**config.mk**
```make
export PLATFORM = sky130hd
export DESIGN_NAME = change_dispenser_flat
export DESIGN_NICKNAME = d
export VERILOG_FILES = /design/src/rtl/change_dispenser_pkg.sv /design/src/rtl/change_dispenser_if.sv /design/src/rtl/change_dispenser_coin_pick.sv /design/src/rtl/change_dispenser.sv /design/src/flat_wrapper.sv
export SDC_FILE = /design/constraint.sdc
export NUM_CORES = 1
export LEC_CHECK = 0
export CAP_MARGIN = 20
export CORE_UTILIZATION = 50
export DETAILED_ROUTE_END_ITERATION = 7
export PLACE_DENSITY = 0.72
export SLEW_MARGIN = 10
export SYNTH_ARGS = -nofsm -noshare
export SYNTH_HDL_FRONTEND = slang
export SYNTH_SLANG_ARGS = --single-unit
```
**constraint.sdc**
```tcl
create_clock -name clk -period 3.2 [get_ports clk]
set_input_delay 0.48 -clock clk [delete_from_list [all_inputs] [get_ports clk]]
set_output_delay 0.48 -clock clk [all_outputs]
set_load 0.05 [all_outputs]
```
**src/rtl/change_dispenser_pkg.sv**
```systemverilog
// change_pkg: shared types and constants for the change dispenser.
//   coin_idx_t - 2-bit coin index (0 = 100c, 1 = 25c, 2 = 10c, 3 = 5c)
//   COIN_VAL   - cent value of each coin index, largest first
//   err_t      - completion status reported with done
//   state_t    - dispenser FSM states
package change_pkg;

    typedef logic [1:0] coin_idx_t;

    localparam int NUM_COINS = 4;
    localparam int unsigned COIN_VAL [NUM_COINS] = '{100, 25, 10, 5};

    typedef enum logic [1:0] {
        ERR_OK        = 2'd0,
        ERR_UNPAYABLE = 2'd1,
        ERR_TIMEOUT   = 2'd2
    } err_t;

    typedef enum logic [1:0] {
        IDLE,
        SELECT,
        REQ,
        DONE
    } state_t;

    function automatic int unsigned coin_value(input coin_idx_t idx);
        return COIN_VAL[idx];
    endfunction

endpackage

```
**src/rtl/change_dispenser_if.sv**
```systemverilog
// change_dispenser_if: coin hopper handshake bundle.
//   coin_req     - dispenser -> hopper, request one coin (held until ack/timeout)
//   coin_sel     - dispenser -> hopper, index of the requested coin
//   coin_ack     - hopper -> dispenser, requested coin was ejected
//   hopper_empty - hopper -> dispenser, per-coin empty flags (bit i = coin index i)
// Modports: master = dispenser side, slave = hopper side.
interface change_dispenser_if;
    import change_pkg::*;

    logic      coin_req;
    coin_idx_t coin_sel;
    logic      coin_ack;
    logic [3:0] hopper_empty;

    modport master (
        output coin_req,
        output coin_sel,
        input  coin_ack,
        input  hopper_empty
    );

    modport slave (
        input  coin_req,
        input  coin_sel,
        output coin_ack,
        output hopper_empty
    );

endinterface

```
**src/rtl/change_dispenser_coin_pick.sv**
```systemverilog
// coin_pick: greedy coin selection.
//   remaining    - cents still owed
//   hopper_empty - per-coin empty flags (bit i = coin index i)
//   valid        - some stocked coin fits into remaining
//   idx          - lowest index (largest value) that fits and is stocked
module coin_pick
    import change_pkg::*;
#(
    parameter int AMT_W = 10
) (
    input  logic [AMT_W-1:0] remaining,
    input  logic [3:0]       hopper_empty,
    output logic             valid,
    output coin_idx_t        idx
);

    // Walk from the smallest coin upward so the last hit, i.e. the
    // largest qualifying coin, wins the priority.
    always_comb begin
        valid = 1'b0;
        idx   = '0;
        for (int i = NUM_COINS - 1; i >= 0; i--) begin
            if (!hopper_empty[i] && (AMT_W'(COIN_VAL[i]) <= remaining)) begin
                valid = 1'b1;
                idx   = coin_idx_t'(i);
            end
        end
    end

endmodule

```
**src/rtl/change_dispenser.sv**
```systemverilog
// change_dispenser: pays out a change amount one coin at a time.
//   clk, rst_n  - clock, asynchronous active-low reset
//   start       - one-cycle request, latches change_amt (only in IDLE)
//   change_amt  - amount to pay in cents
//   hopper      - coin hopper handshake (req/sel/ack/empty flags)
//   busy        - high whenever not IDLE
//   done        - one-cycle completion pulse
//   err         - 0 OK, 1 unpayable, 2 timeout; held until next start
//   dispensed   - cents paid so far
//   remaining   - cents still owed
module change_dispenser
    import change_pkg::*;
#(
    parameter int AMT_W       = 10,
    parameter int TIMEOUT_CYC = 2500000
) (
    input  logic                clk,
    input  logic                rst_n,
    input  logic                start,
    input  logic [AMT_W-1:0]    change_amt,
    change_dispenser_if.master  hopper,
    output logic                busy,
    output logic                done,
    output logic [1:0]          err,
    output logic [AMT_W-1:0]    dispensed,
    output logic [AMT_W-1:0]    remaining
);

    localparam int CNT_W = (TIMEOUT_CYC > 1) ? $clog2(TIMEOUT_CYC) : 1;
    localparam logic [CNT_W-1:0] CNT_LAST = CNT_W'(TIMEOUT_CYC - 1);

    state_t           state_q, state_d;
    logic             req_q, req_d;
    coin_idx_t        sel_q, sel_d;
    err_t             err_q, err_d;
    logic [AMT_W-1:0] disp_q, disp_d;
    logic [AMT_W-1:0] rem_q, rem_d;
    logic [CNT_W-1:0] cnt_q, cnt_d;
    logic             busy_q, done_q;

    logic             pick_valid;
    coin_idx_t        pick_idx;
    logic [AMT_W-1:0] sel_val;

    coin_pick #(.AMT_W(AMT_W)) u_pick (
        .remaining    (rem_q),
        .hopper_empty (hopper.hopper_empty),
        .valid        (pick_valid),
        .idx          (pick_idx)
    );

    assign sel_val = AMT_W'(coin_value(sel_q));

    always_comb begin
        state_d = state_q;
        req_d   = req_q;
        sel_d   = sel_q;
        err_d   = err_q;
        disp_d  = disp_q;
        rem_d   = rem_q;
        cnt_d   = cnt_q;

        case (state_q)
            IDLE: begin
                if (start) begin
                    rem_d  = change_amt;
                    disp_d = '0;
                    err_d  = ERR_OK;
                    // Only multiples of 5 can ever be paid out exactly.
                    if ((change_amt % AMT_W'(5)) != '0) begin
                        err_d   = ERR_UNPAYABLE;
                        state_d = DONE;
                    end else begin
                        state_d = SELECT;
                    end
                end
            end
            SELECT: begin
                if (rem_q == '0) begin
                    state_d = DONE;
                end else if (pick_valid) begin
                    sel_d   = pick_idx;
                    req_d   = 1'b1;
                    cnt_d   = '0;
                    state_d = REQ;
                end else begin
                    err_d   = ERR_UNPAYABLE;
                    state_d = DONE;
                end
            end
            REQ: begin
                // An ack in the final wait cycle still counts as a transfer.
                if (hopper.coin_ack) begin
                    req_d   = 1'b0;
                    rem_d   = rem_q - sel_val;
                    disp_d  = disp_q + sel_val;
                    state_d = SELECT;
                end else if (cnt_q == CNT_LAST) begin
                    req_d   = 1'b0;
                    err_d   = ERR_TIMEOUT;
                    state_d = DONE;
                end else begin
                    cnt_d = cnt_q + CNT_W'(1);
                end
            end
            DONE: begin
                state_d = IDLE;
            end
            default: begin
                state_d = IDLE;
            end
        endcase
    end

    always_ff @(posedge clk or negedge rst_n) begin
        if (!rst_n) begin
            state_q <= IDLE;
            req_q   <= 1'b0;
            sel_q   <= '0;
            err_q   <= ERR_OK;
            disp_q  <= '0;
            rem_q   <= '0;
            cnt_q   <= '0;
            busy_q  <= 1'b0;
            done_q  <= 1'b0;
        end else begin
            state_q <= state_d;
            req_q   <= req_d;
            sel_q   <= sel_d;
            err_q   <= err_d;
            disp_q  <= disp_d;
            rem_q   <= rem_d;
            cnt_q   <= cnt_d;
            // Status flags are registered from the next state so they line
            // up with the state they describe.
            busy_q  <= (state_d != IDLE);
            done_q  <= (state_d == DONE);
        end
    end

    assign hopper.coin_req = req_q;
    assign hopper.coin_sel = sel_q;
    assign busy            = busy_q;
    assign done            = done_q;
    assign err             = err_q;
    assign dispensed       = disp_q;
    assign remaining       = rem_q;

endmodule

```
**src/flat_wrapper.sv**
```systemverilog
// flat-port wrapper written by rule: the top's interface ports become plain ports
module change_dispenser_flat import change_pkg::*;
#(
    parameter int AMT_W       = 10,
    parameter int TIMEOUT_CYC = 2500000
)
  (clk, rst_n, start, change_amt, busy, done, err, dispensed, remaining, hopper_coin_req, hopper_coin_sel, hopper_coin_ack, hopper_hopper_empty);
  change_dispenser_if hopper_i ();
  input  logic clk;
  input  logic rst_n;
  input  logic start;
  input  logic [AMT_W-1:0] change_amt;
  output logic busy;
  output logic done;
  output logic [1:0] err;
  output logic [AMT_W-1:0] dispensed;
  output logic [AMT_W-1:0] remaining;
  output wire logic [$bits(hopper_i.coin_req)-1:0] hopper_coin_req;
  output wire logic [$bits(hopper_i.coin_sel)-1:0] hopper_coin_sel;
  input wire logic [$bits(hopper_i.coin_ack)-1:0] hopper_coin_ack;
  input wire logic [$bits(hopper_i.hopper_empty)-1:0] hopper_hopper_empty;
  assign hopper_coin_req = hopper_i.coin_req;
  assign hopper_coin_sel = hopper_i.coin_sel;
  assign hopper_i.coin_ack = hopper_coin_ack;
  assign hopper_i.hopper_empty = hopper_hopper_empty;
  change_dispenser #(.AMT_W(AMT_W), .TIMEOUT_CYC(TIMEOUT_CYC)) u_core (.clk(clk), .rst_n(rst_n), .start(start), .change_amt(change_amt), .hopper(hopper_i), .busy(busy), .done(done), .err(err), .dispensed(dispensed), .remaining(remaining));
endmodule
```
; Word-level counts from Yosys, hierarchy flattened
; Index checks and enable logic that the tools add are counted.
[totals]
mem_bits_rw = 0
regBits = 51
rom_bits = 0
memories = 0
inputBits = 18
out_inout_bits = 27
latch_bits = 0
[op_classes]
n_lt_le_gt_ge = 5
reduce_logical = 20
bitwise = 2
mux = 41
n_div = 1
shift = 0
eq_ne = 14
addsub = 3
n_mul = 0
[op_table]
columns = operator, count
row1 = $mux 22, 4
row2 = $bmux 32 s2, 1
row3 = $mux 10, 6
row4 = $pmux 22 s2, 1
row5 = $pmux 10 s2, 2
row6 = $mux 2, 14
row7 = $add 22x1->22 const B, 1
row8 = $eq 22x22->1 const B, 1
row9 = $ne 2x2->1 const B, 6
row10 = $add 10x10->10, 1
row11 = $le 3x10->1 const A, 1
row12 = $le 4x10->1 const A, 1
row13 = $le 5x10->1 const A, 1
row14 = $le 7x10->1 const A, 1
row15 = $logic_not 10->1, 1
row16 = $mod 10x3->10 const B, 1
row17 = $mux 1, 10
row18 = $reduce_bool 10->1, 1
row19 = $sub 10x10->10, 1
row20 = $pmux 2 s4, 1
row21 = $eq 2x2->1 const B, 3
row22 = $pmux 2 s3, 1
row23 = $reduce_and 3->1, 2
row24 = $reduce_and 6->1, 1
row25 = other kinds (14), 23

; Longest topological paths before layout
; Gate-level depths: netlist of run 1.
[depth]
word_depth = 10
mapped_depth = 23

; By module
; Synthesis of run 1 repeated with hierarchy kept, for this count alone.
[unflattened]
cells_unflattened = 448
hier_area_um2 = 3961.3
[by_module_without_submodules]
columns = module, area_each_um2, cells_each, instances, seq_area_each_um2
row1 = change_dispenser, 3833.7, 429, 1, 1276.2
row2 = coin_pick, 127.6, 19, 1, 0.0

; Worst setup path after synthesis of run 1
; No wires, ideal clock.
[synth_timing]
path_kind = input to register
startpoint = input change_amt[7]
endpoint = register u_core.done_q, in the netlist u_core.done
arrival_time_ps = 4454
cell_stages = 22
path_buffers = 2
path_slack_ps = -1380
setup_time_ps = 126
cell_sequence = buf_4 -> and4bb_2 -> o31ai_2 -> nand3_2 -> mux2i_1 -> o21ai_0 -> a22oi_1 -> ha_1 -> buf_2 -> nor2_1 -> a32oi_1 -> o31ai_1 -> a2111oi_4 -> nand2_1 -> nor2_1 -> nor2_1 -> ha_1 -> o311a_1 -> o311ai_1 -> o41ai_4 -> a21oi_2 -> o311a_1
[synth_via]
elab_chain_cells = 6
[synth_rtl]
columns = element, line
row1 = from (decl), flat_wrapper.sv:12  ; input logic [AMT_W-1:0] change_amt;
row2 = $mod 10x3->10, change_dispenser.sv:70  ; if ((change_amt % AMT_W'(5)) != '0) begin
row3 = $reduce_bool 10->1, change_dispenser.sv:70
row4 = $mux 2, change_dispenser.sv:70
row5 = $mux 2, change_dispenser.sv:65  ; if (start) begin
row6 = $pmux 2 s4, change_dispenser.sv:63  ; case (state_q)
row7 = $eq 2x2->1, change_dispenser.sv:137  ; done_q <= (state_d == DONE);
row8 = to (signal assigned), change_dispenser.sv:137
row9 = to (decl), change_dispenser.sv:39  ; logic busy_q, done_q;
; Every way passes these cells.
; A chain may end at the register's enable or synchronous reset.

; Final worst setup path of run 1
[layout_timing]
startpoint = input change_amt[8]
endpoint = register u_core.state_q[1]
[layout_via]
elab_chain_cells = 5
[layout_rtl]
columns = element, line
row1 = $mod 10x3->10, change_dispenser.sv:70
row2 = $reduce_bool 10->1, change_dispenser.sv:70
row3 = $mux 2, change_dispenser.sv:70
row4 = $mux 2, change_dispenser.sv:65
row5 = $pmux 2 s4, change_dispenser.sv:63
row6 = named net u_core.state_d[1], change_dispenser.sv:32  ; state_t state_q, state_d;
row7 = to (signal assigned), change_dispenser.sv:127  ; state_q <= state_d;
row8 = to (decl), change_dispenser.sv:32
; The timed path passes the listed nets, and every way through them passes these cells.

==> impl_metrics.yaml, run 1 <==
final_layout:
  fill_cells: 672
  multi_input_area_um2: 2990
  area_delta_synth_final_pct: 34.3
  num_antenna_cells: 0
  ff_latch_area_um2: 1280
  drive_gt1_share_pct: 24.3
  layout.nets: 657
  fin_area_um2: 5680
worst_setup_path:
  critical-path-top-delay-family: "compound AO/OA/AOI/OAI gates"
  crit_buf_inv: 3
  r2r_start: "u_core.hopper.coin_sel[0]$_DFFE_PN0P_"
  startpoint_type: "input port"
  arrival_ns: 4.21
  path_max_fanout: 5
  critPathKind: "in -> reg"
  crit_path_end_kind: "flop"
  cp_slowest_stage_delay_ns: 0.44
  slowest_stage: "o41ai_4"
  worst-r2r-cell-count: 11
  crit_start: "change_amt[8]"
  cp.depth: 24
  path_cells: "buf_8 -> buf_6 -> nor2_4 -> nor2_4 -> o41ai_4 -> buf_4 -> nand2_4 -> nand2_2 -> o211ai_1 -> a22oi_2 -> ha_2 -> nor2_2 -> a32oi_2 -> o31ai_4 -> a2111oi_4 -> nand2_1 -> nor2_1 -> nor2_1 -> ha_1 -> o311a_1 -> o311ai_4 -> o41ai_4 -> a21oi_2 -> o31a_1"
  required_ns: 3.39
placement:
  dpl_cell_area_um2: 5310
  place.gp.congestion: 0.923
  dp_hpwl_um: 8510
  dp_slack_ns: -1.66
  port_buffers: 44
grt:
  grt_antenna_before_repair: 0
  grt_use_total_pct: 27.0
  grt_pass1_wl_um: 19200
  grt_max_degree: 40
  grt_remaining_overflow: 0
  grt_pass1_vias: 4197
detailed_routing:
  routed_via_density: 5.91
  wl_per_cell_um: 15.6
  antenna_left: 0
  met2_length_um: 5540
  top_layer_used: "met4"
  drc_errors: 1
  wl_met1_um: 4950
  postRouteWirelength_um: 11200
  vias: 4246
  wl_met3_um: 527
  drtIter0Drc: 274
  drt-pass1-iter-count: 7
timing:
  worst_slack_ns: -0.814
  slew_violations: 0
  post-route-period-util_pct: 125
  finalCriticalPeriod_ns: 4.01
  worst_pin_slew_ns: 0.906
  timing_hold_violations_final: 0
  max_freq_mhz: 249
  rsz0062_at_grt: "yes"
  fin_skew_ns: 0.0153
  finalSetupViolCount: 3
  maxSlewHeadroom_pct: 39.2
synthesis:
  syn_area_per_cell_um2: 8.51
  synth_flop_cell: "dfrtp_1"
  synth_fa_ha_area_share_pct: 8.34
  post-synth-top-area-cell: "dfrtp_1"
  synth_edf_count: 0
  synth-xor-area-share_pct: 7.01
  yosys_warnings: 0
  synthMuxAreaShare_pct: 0.503
  async_flop_share_pct: 100
  synth_compound_area_share_pct: 26.1
  synth_fp_nets: 542
  synth_cell_type_count: 77
  synth_top_family_by_area: "compound AO/OA/AOI/OAI gates"
  synth_seq_area_share_pct: 30.2
  synthSimpleGateAreaFrac_pct: 23.3
  ys_ff_latch: 51
  yosysTopAreaCellShare_pct: 30.2
  syn_inst: 497
  synthesis.area_um2: 4230
  yosys-top-cells-area: "dfrtp_1, ha_1, nand2_1"
run_status:
  failed_checks: "DRC, setup timing"
  outcome: "complete, but fails checks"
worst_hold_path:
  hold_class: "in -> async"
cts:
  clock_latency_ns: 0.31
  clk_pin_slew_worst_paths_ns: 0.11
  clk_root_buffer_cell: "clkbuf_8"
  cts_max_level: 2
  cts_tree: "built"
  cts_buffer_depth: 2
  cts-buffers-inserted: 5
  cts-hold-fix-buffers: 0
  cts_sinks: 51
die:
  fp.dieArea_um2: 8830
  ios: 45
  core_area_um2: 8220
  floorplan.initialDensity_pct: 51.5
  rows: 33
  fp.dieW_um: 94.0
  die_h_um: 94.0
flow_run:
  drv_cap: 0
power_and_ir_drop:
  power_mw: 4.28
  powerDensity_nw_per_um2: 753
  p_leak_nw: 2.58
  ir_worst_vdd_mv: 0.400
==> power breakdown <==
group          switching, mW  total [mW]  internal, mW
Sequential             0.178       0.982         0.804
Clock                  0.239       0.401         0.162
Combinational           1.68        2.90          1.21
Total                   2.10        4.28          2.18
==> cell usage after synthesis, types with 3 or more instances <==
| cell type | instances |
|---|---|
| dfrtp_1 | 51 |
| nand2_1 | 49 |
| nor2_1 | 47 |
| o21ai_0 | 31 |
| ha_1 | 25 |
| inv_1 | 22 |
| a21oi_1 | 21 |
| xor2_1 | 20 |
| a21o_1 | 16 |
| nand3_1 | 14 |
| clkbuf_1 | 13 |
| xnor2_1 | 12 |
| nand4_1 | 11 |
| nor3_1 | 10 |
| and3_1 | 9 |
| nand2b_1 | 9 |
| nor2b_1 | 9 |
| a22oi_1 | 7 |
| a22o_1 | 5 |
| a31oi_1 | 5 |
| o21a_1 | 5 |
| a32oi_1 | 4 |
| and2_1 | 4 |
| buf_4 | 4 |
| nand3b_1 | 4 |
| o221ai_1 | 4 |
| a211oi_1 | 3 |
| a221o_1 | 3 |
| buf_2 | 3 |
| nand4b_1 | 3 |
| nor4_1 | 3 |
| nor4b_1 | 3 |
| o311a_1 | 3 |
| or3_1 | 3 |
==> cells by family after synthesis <==
logic type      after synthesis
compound gates              148
xor+xnor                     33
fa+ha+maj                    27
buf+inv                      44
flops                        51
mux                           2
simple gates                192
==> through the flow <==
step | instances | TNS [ns] | util, % | hold WS, ns
after floorplan | 497 | -3.15 | - | 0.184
final | 718 | -2.34 | 69.1 | 0.268
after global routing | 718 | -3.07 | 69.1 | 0.341
after global placement | 697 | -4.66 | 64.7 | 0.498
after CTS | 716 | -2.24 | 68.6 | 0.299
after detailed placement | 697 | -4.88 | 64.7 | 0.505
==> worst paths after layout <==
check	endpoint	slack, ns
max	u_core.state_q[1]$_DFF_PN0_	-0.81
min	u_core.cnt_q[11]$_DFFE_PN0P_	0.27
max reg2reg	u_core.remaining[7]$_DFFE_PN0P_	0.31
min reg2reg	u_core.err[1]$_DFFE_PN0P_	0.52
max in group asynchronous	u_core.remaining[2]$_DFFE_PN0P_	2.23
min in group clk	u_core.err[1]$_DFFE_PN0P_	0.52
==> sequential cells by signal, summed over array words and instances (netlist names) <==
name                    count
u_core.hopper.coin_req      1
u_core.remaining           10
u_core.dispensed           10
u_core.cnt_q               22
u_core.state_q              2
u_core.err                  2
u_core.hopper.coin_sel      2
u_core.busy                 1
u_core.done                 1
==> area by class of cell <==
class,instances,share of cell area [%]
multi-input cells,402,52.6
flip-flops and latches,51,22.5
repair buffers,129,19.4
well taps,105,2.31
inverters,23,1.52
clock buffers,5,1.21
clock inverters,3,0.462
==> routing by layer <==
metal  up-vias  global-route usage [%]
met5         -                       0
met4         0                    6.79
met3        20                    2.91
met2       137                    47.4
met1      2029                    35.2
li1       2060                       -
==> worst reg2reg max path: stages (launching register included) <==
cell and delay (ns):
dfrtp_1 0.47, inv_1 0.11, ha_1 0.35, ha_1 0.33, o21ai_0 0.09, nand2b_1 0.11, a21o_1 0.19, a21o_1 0.19
a21o_1 0.18, a21oi_1 0.32, o21ai_0 0.14, a221o_1 0.31
==> placed cells by master, fill, tap and decap left out, types with 14 or more instances in the layout <==
cell type and instances:
buf_4 81, nand2_1 47, nand3_1 14, clkdlybuf4s50_1 37, dfrtp_1 51, o21ai_0 29, xor2_1 20, ha_1 24
a21oi_1 18, nor2_1 43, inv_1 22, a21o_1 16
==> what timing repair did <==
item / 4_1_cts / 5_1_grt
pin swaps: 23 / 13
resized for setup: 68 / 7
endpoints found under the setup margin: 3 / 3
cloned: 0 / 0
buffers inserted: 11 / 3
Note: power is estimated with default switching activity, not from simulation.
==> run 2: changes to the inputs <==
Settings changed: CELL_PAD_IN_SITES_DETAIL_PLACEMENT set to 1, CELL_PAD_IN_SITES_GLOBAL_PLACEMENT set to 2, CORE_UTILIZATION 50 to 35, PLACE_DENSITY 0.72 to not set, PLACE_DENSITY_LB_ADDON set to 0.1.
==> impl_metrics.yaml, run 2 (same netlist as run 1, synthesis figures left out) <==
final_layout:
  ff_latch_area_um2: 1280
  largest_reg_flops: 22
  final_common_cell: "buf_4"
  fill_cells: 1385
  layout.nets: 675
  num_antenna_cells: 0
  final_cell_mix: "buf_4, dfrtp_1, nand2_1"
  largest-register: "u_core.cnt_q"
  layout.cells.non_filler: 774
  multi_input_area_um2: 2960
  drive_gt1_share_pct: 26.9
  area_delta_synth_final_pct: 39.5
power_and_ir_drop:
  power_frac_seq_pct: 21.4
  p_sw_share_pct: 48.1
  p_leak_nw: 2.70
  share_comb_of_total_power_pct: 66.4
  ir_worst_vdd_mv: 0.310
  p_switching_mw: 2.21
  powerDensity_nw_per_um2: 779
  pwr-share-clk_pct: 12.2
  internal_power_mw: 2.38
worst_setup_path:
  startpoint_type: "input port"
  crit_path_end_kind: "flop"
  path_max_fanout: 4
  r2r-end: "u_core.cnt_q[21]$_DFFE_PN0P_"
  rrSetupSlack_ns: 0.28
  critPathKind: "in -> reg"
  worst-r2r-cell-count: 11
  required_ns: 3.38
  r2r_start: "u_core.remaining[2]$_DFFE_PN0P_"
  arrival_ns: 4.31
die:
  fp.dieW_um: 112
  ios: 45
  floorplan.initialDensity_pct: 36.4
  core_area_um2: 11600
  rows: 39
  fp.dieArea_um2: 12500
  die_h_um: 112
flow_run:
  drv_cap: 0
placement:
  port_buffers: 44
  dp.cells: 746
  place.gp.congestion: 0.846
  dp_hpwl_um: 10400
  dp_slack_ns: -1.74
timing:
  max_freq_mhz: 242
  finalCriticalPeriod_ns: 4.13
  worst_slack_ns: -0.933
  timing_hold_violations_final: 0
  worst_pin_slew_ns: 0.778
  slew_violations: 0
  holdWs_ns: 0.264
  finalSetupViolCount: 3
  tns_ns: -2.68
  maxSlewHeadroom_pct: 48.1
  fin_skew_ns: 0.00252
  post-route-period-util_pct: 129
  rsz0062_at_grt: "yes"
cts:
  cts_max_level: 2
  clk_root_buffer_cell: "clkbuf_16"
  clock_latency_ns: 0.29
  cts_sinks: 51
  clk_pin_slew_worst_paths_ns: 0.07
  cts-buffers-inserted: 5
  cts_tree: "built"
  cts_buffer_depth: 2
grt:
  grt_pass1_wl_um: 23200
  grt_antenna_before_repair: 0
  grt_pass1_vias: 4602
  grt_use_total_pct: 22.8
  grt_max_degree: 33
  grt_remaining_overflow: 0
detailed_routing:
  drc_errors: 4
  wl_per_cell_um: 17.7
  postRouteWirelength_um: 13700
  drt-pass1-iter-count: 6
  routed_via_density: 5.57
  vias: 4312
  drtIter0Drc: 153
  antenna_left: 0
worst_hold_path:
  hold_class: "in -> async"
run_status:
  failed_checks: "DRC, setup timing"
  outcome: "complete, but fails checks"
[run 2: changes by cell type in the layout (fill, tap and decap cells not counted), moves of 4 or more]
| cell | change |
|---|---|
| clkbuf_8 | -4 |
| buf_4 | +10 |
| clkbuf_16 | +5 |
| buf_6 | +5 |
| buf_2 | +4 |
[run 2: worst max path at each step]
stage	cells past startpoint	endpoint	startpoint
after global routing	25	u_core.err[0]$_DFFE_PN0P_	change_amt[8]
after detailed placement	19	u_core.done$_DFF_PN0_	change_amt[7]
after floorplan	23	u_core.done$_DFF_PN0_	change_amt[7]
after global placement	20	u_core.done$_DFF_PN0_	change_amt[7]
final	21	u_core.done$_DFF_PN0_	change_amt[8]
after CTS	24	u_core.done$_DFF_PN0_	change_amt[4]
[run 2: cell type report]
cell class | count | area share [%]
clock buffers | 6 | 2.35
clock inverters | 2 | 0.276
inverters | 23 | 1.46
multi-input cells | 402 | 50.2
flip-flops and latches | 51 | 21.6
well taps | 143 | 3.03
repair buffers | 147 | 21.0
[run 2: through the flow]
| stage | instance area [um^2] | util, % | total power [mW] |
|---|---|---|---|
| final | 5900 | 50.8 | 4.59 |
| after global routing | 5900 | 50.8 | 4.95 |
| after floorplan | 4330 | - | 2.98 |
| after CTS | 5840 | 50.3 | 4.60 |
| after global placement | 5440 | 46.8 | 3.86 |
| after detailed placement | 5440 | 46.9 | 3.97 |
[run 2: repair_timing]
item | in CTS | in global routing
endpoints found under the setup margin | 3 | 3
cloned | 2 | 0
resized for setup | 64 | 10
buffers inserted | 15 | 4
hold buffers | 0 | 0
pin swaps | 32 | 17
[run 2: critical path: stages]
cell,delay (ns)
buf_6,0.10
buf_2,0.14
and2_2,0.23
buf_4,0.14
nand4_1,0.08
o211a_2,0.21
nand3_2,0.13
buf_4,0.19
o211ai_1,0.21
a22oi_2,0.10
ha_2,0.20
buf_4,0.14
o31ai_2,0.34
a2111oi_4,0.13
buf_4,0.17
buf_4,0.14
a221oi_1,0.51
o311ai_4,0.14
o41ai_4,0.08
a21oi_2,0.07
o311a_1,0.36
[run 2: layer usage]
layer | track usage (%) | share of wire, % | routed length, um | up-vias
li1 | - | - | - | 2094
met1 | 29.6 | 46 | 6290 | 2127
met2 | 40.5 | 50 | 6850 | 75
met3 | 1.91 | 2.8 | 378 | 16
met4 | 5.78 | 1.5 | 202 | 0
met5 | 0 | 0 | 0 | -
[run 2: power by group through the flow]
stage | sequential [mW] | combinational, mW | clock, mW
5_1_grt | 1.01 | 3.35 | 0.598
2_1_floorplan | 1.39 | 1.59 | 0
6_report | 0.982 | 3.05 | 0.561
3_5_place_dp | 0.997 | 2.97 | 0
3_3_place_gp | 0.984 | 2.88 | 0
4_1_cts | 0.984 | 3.04 | 0.579
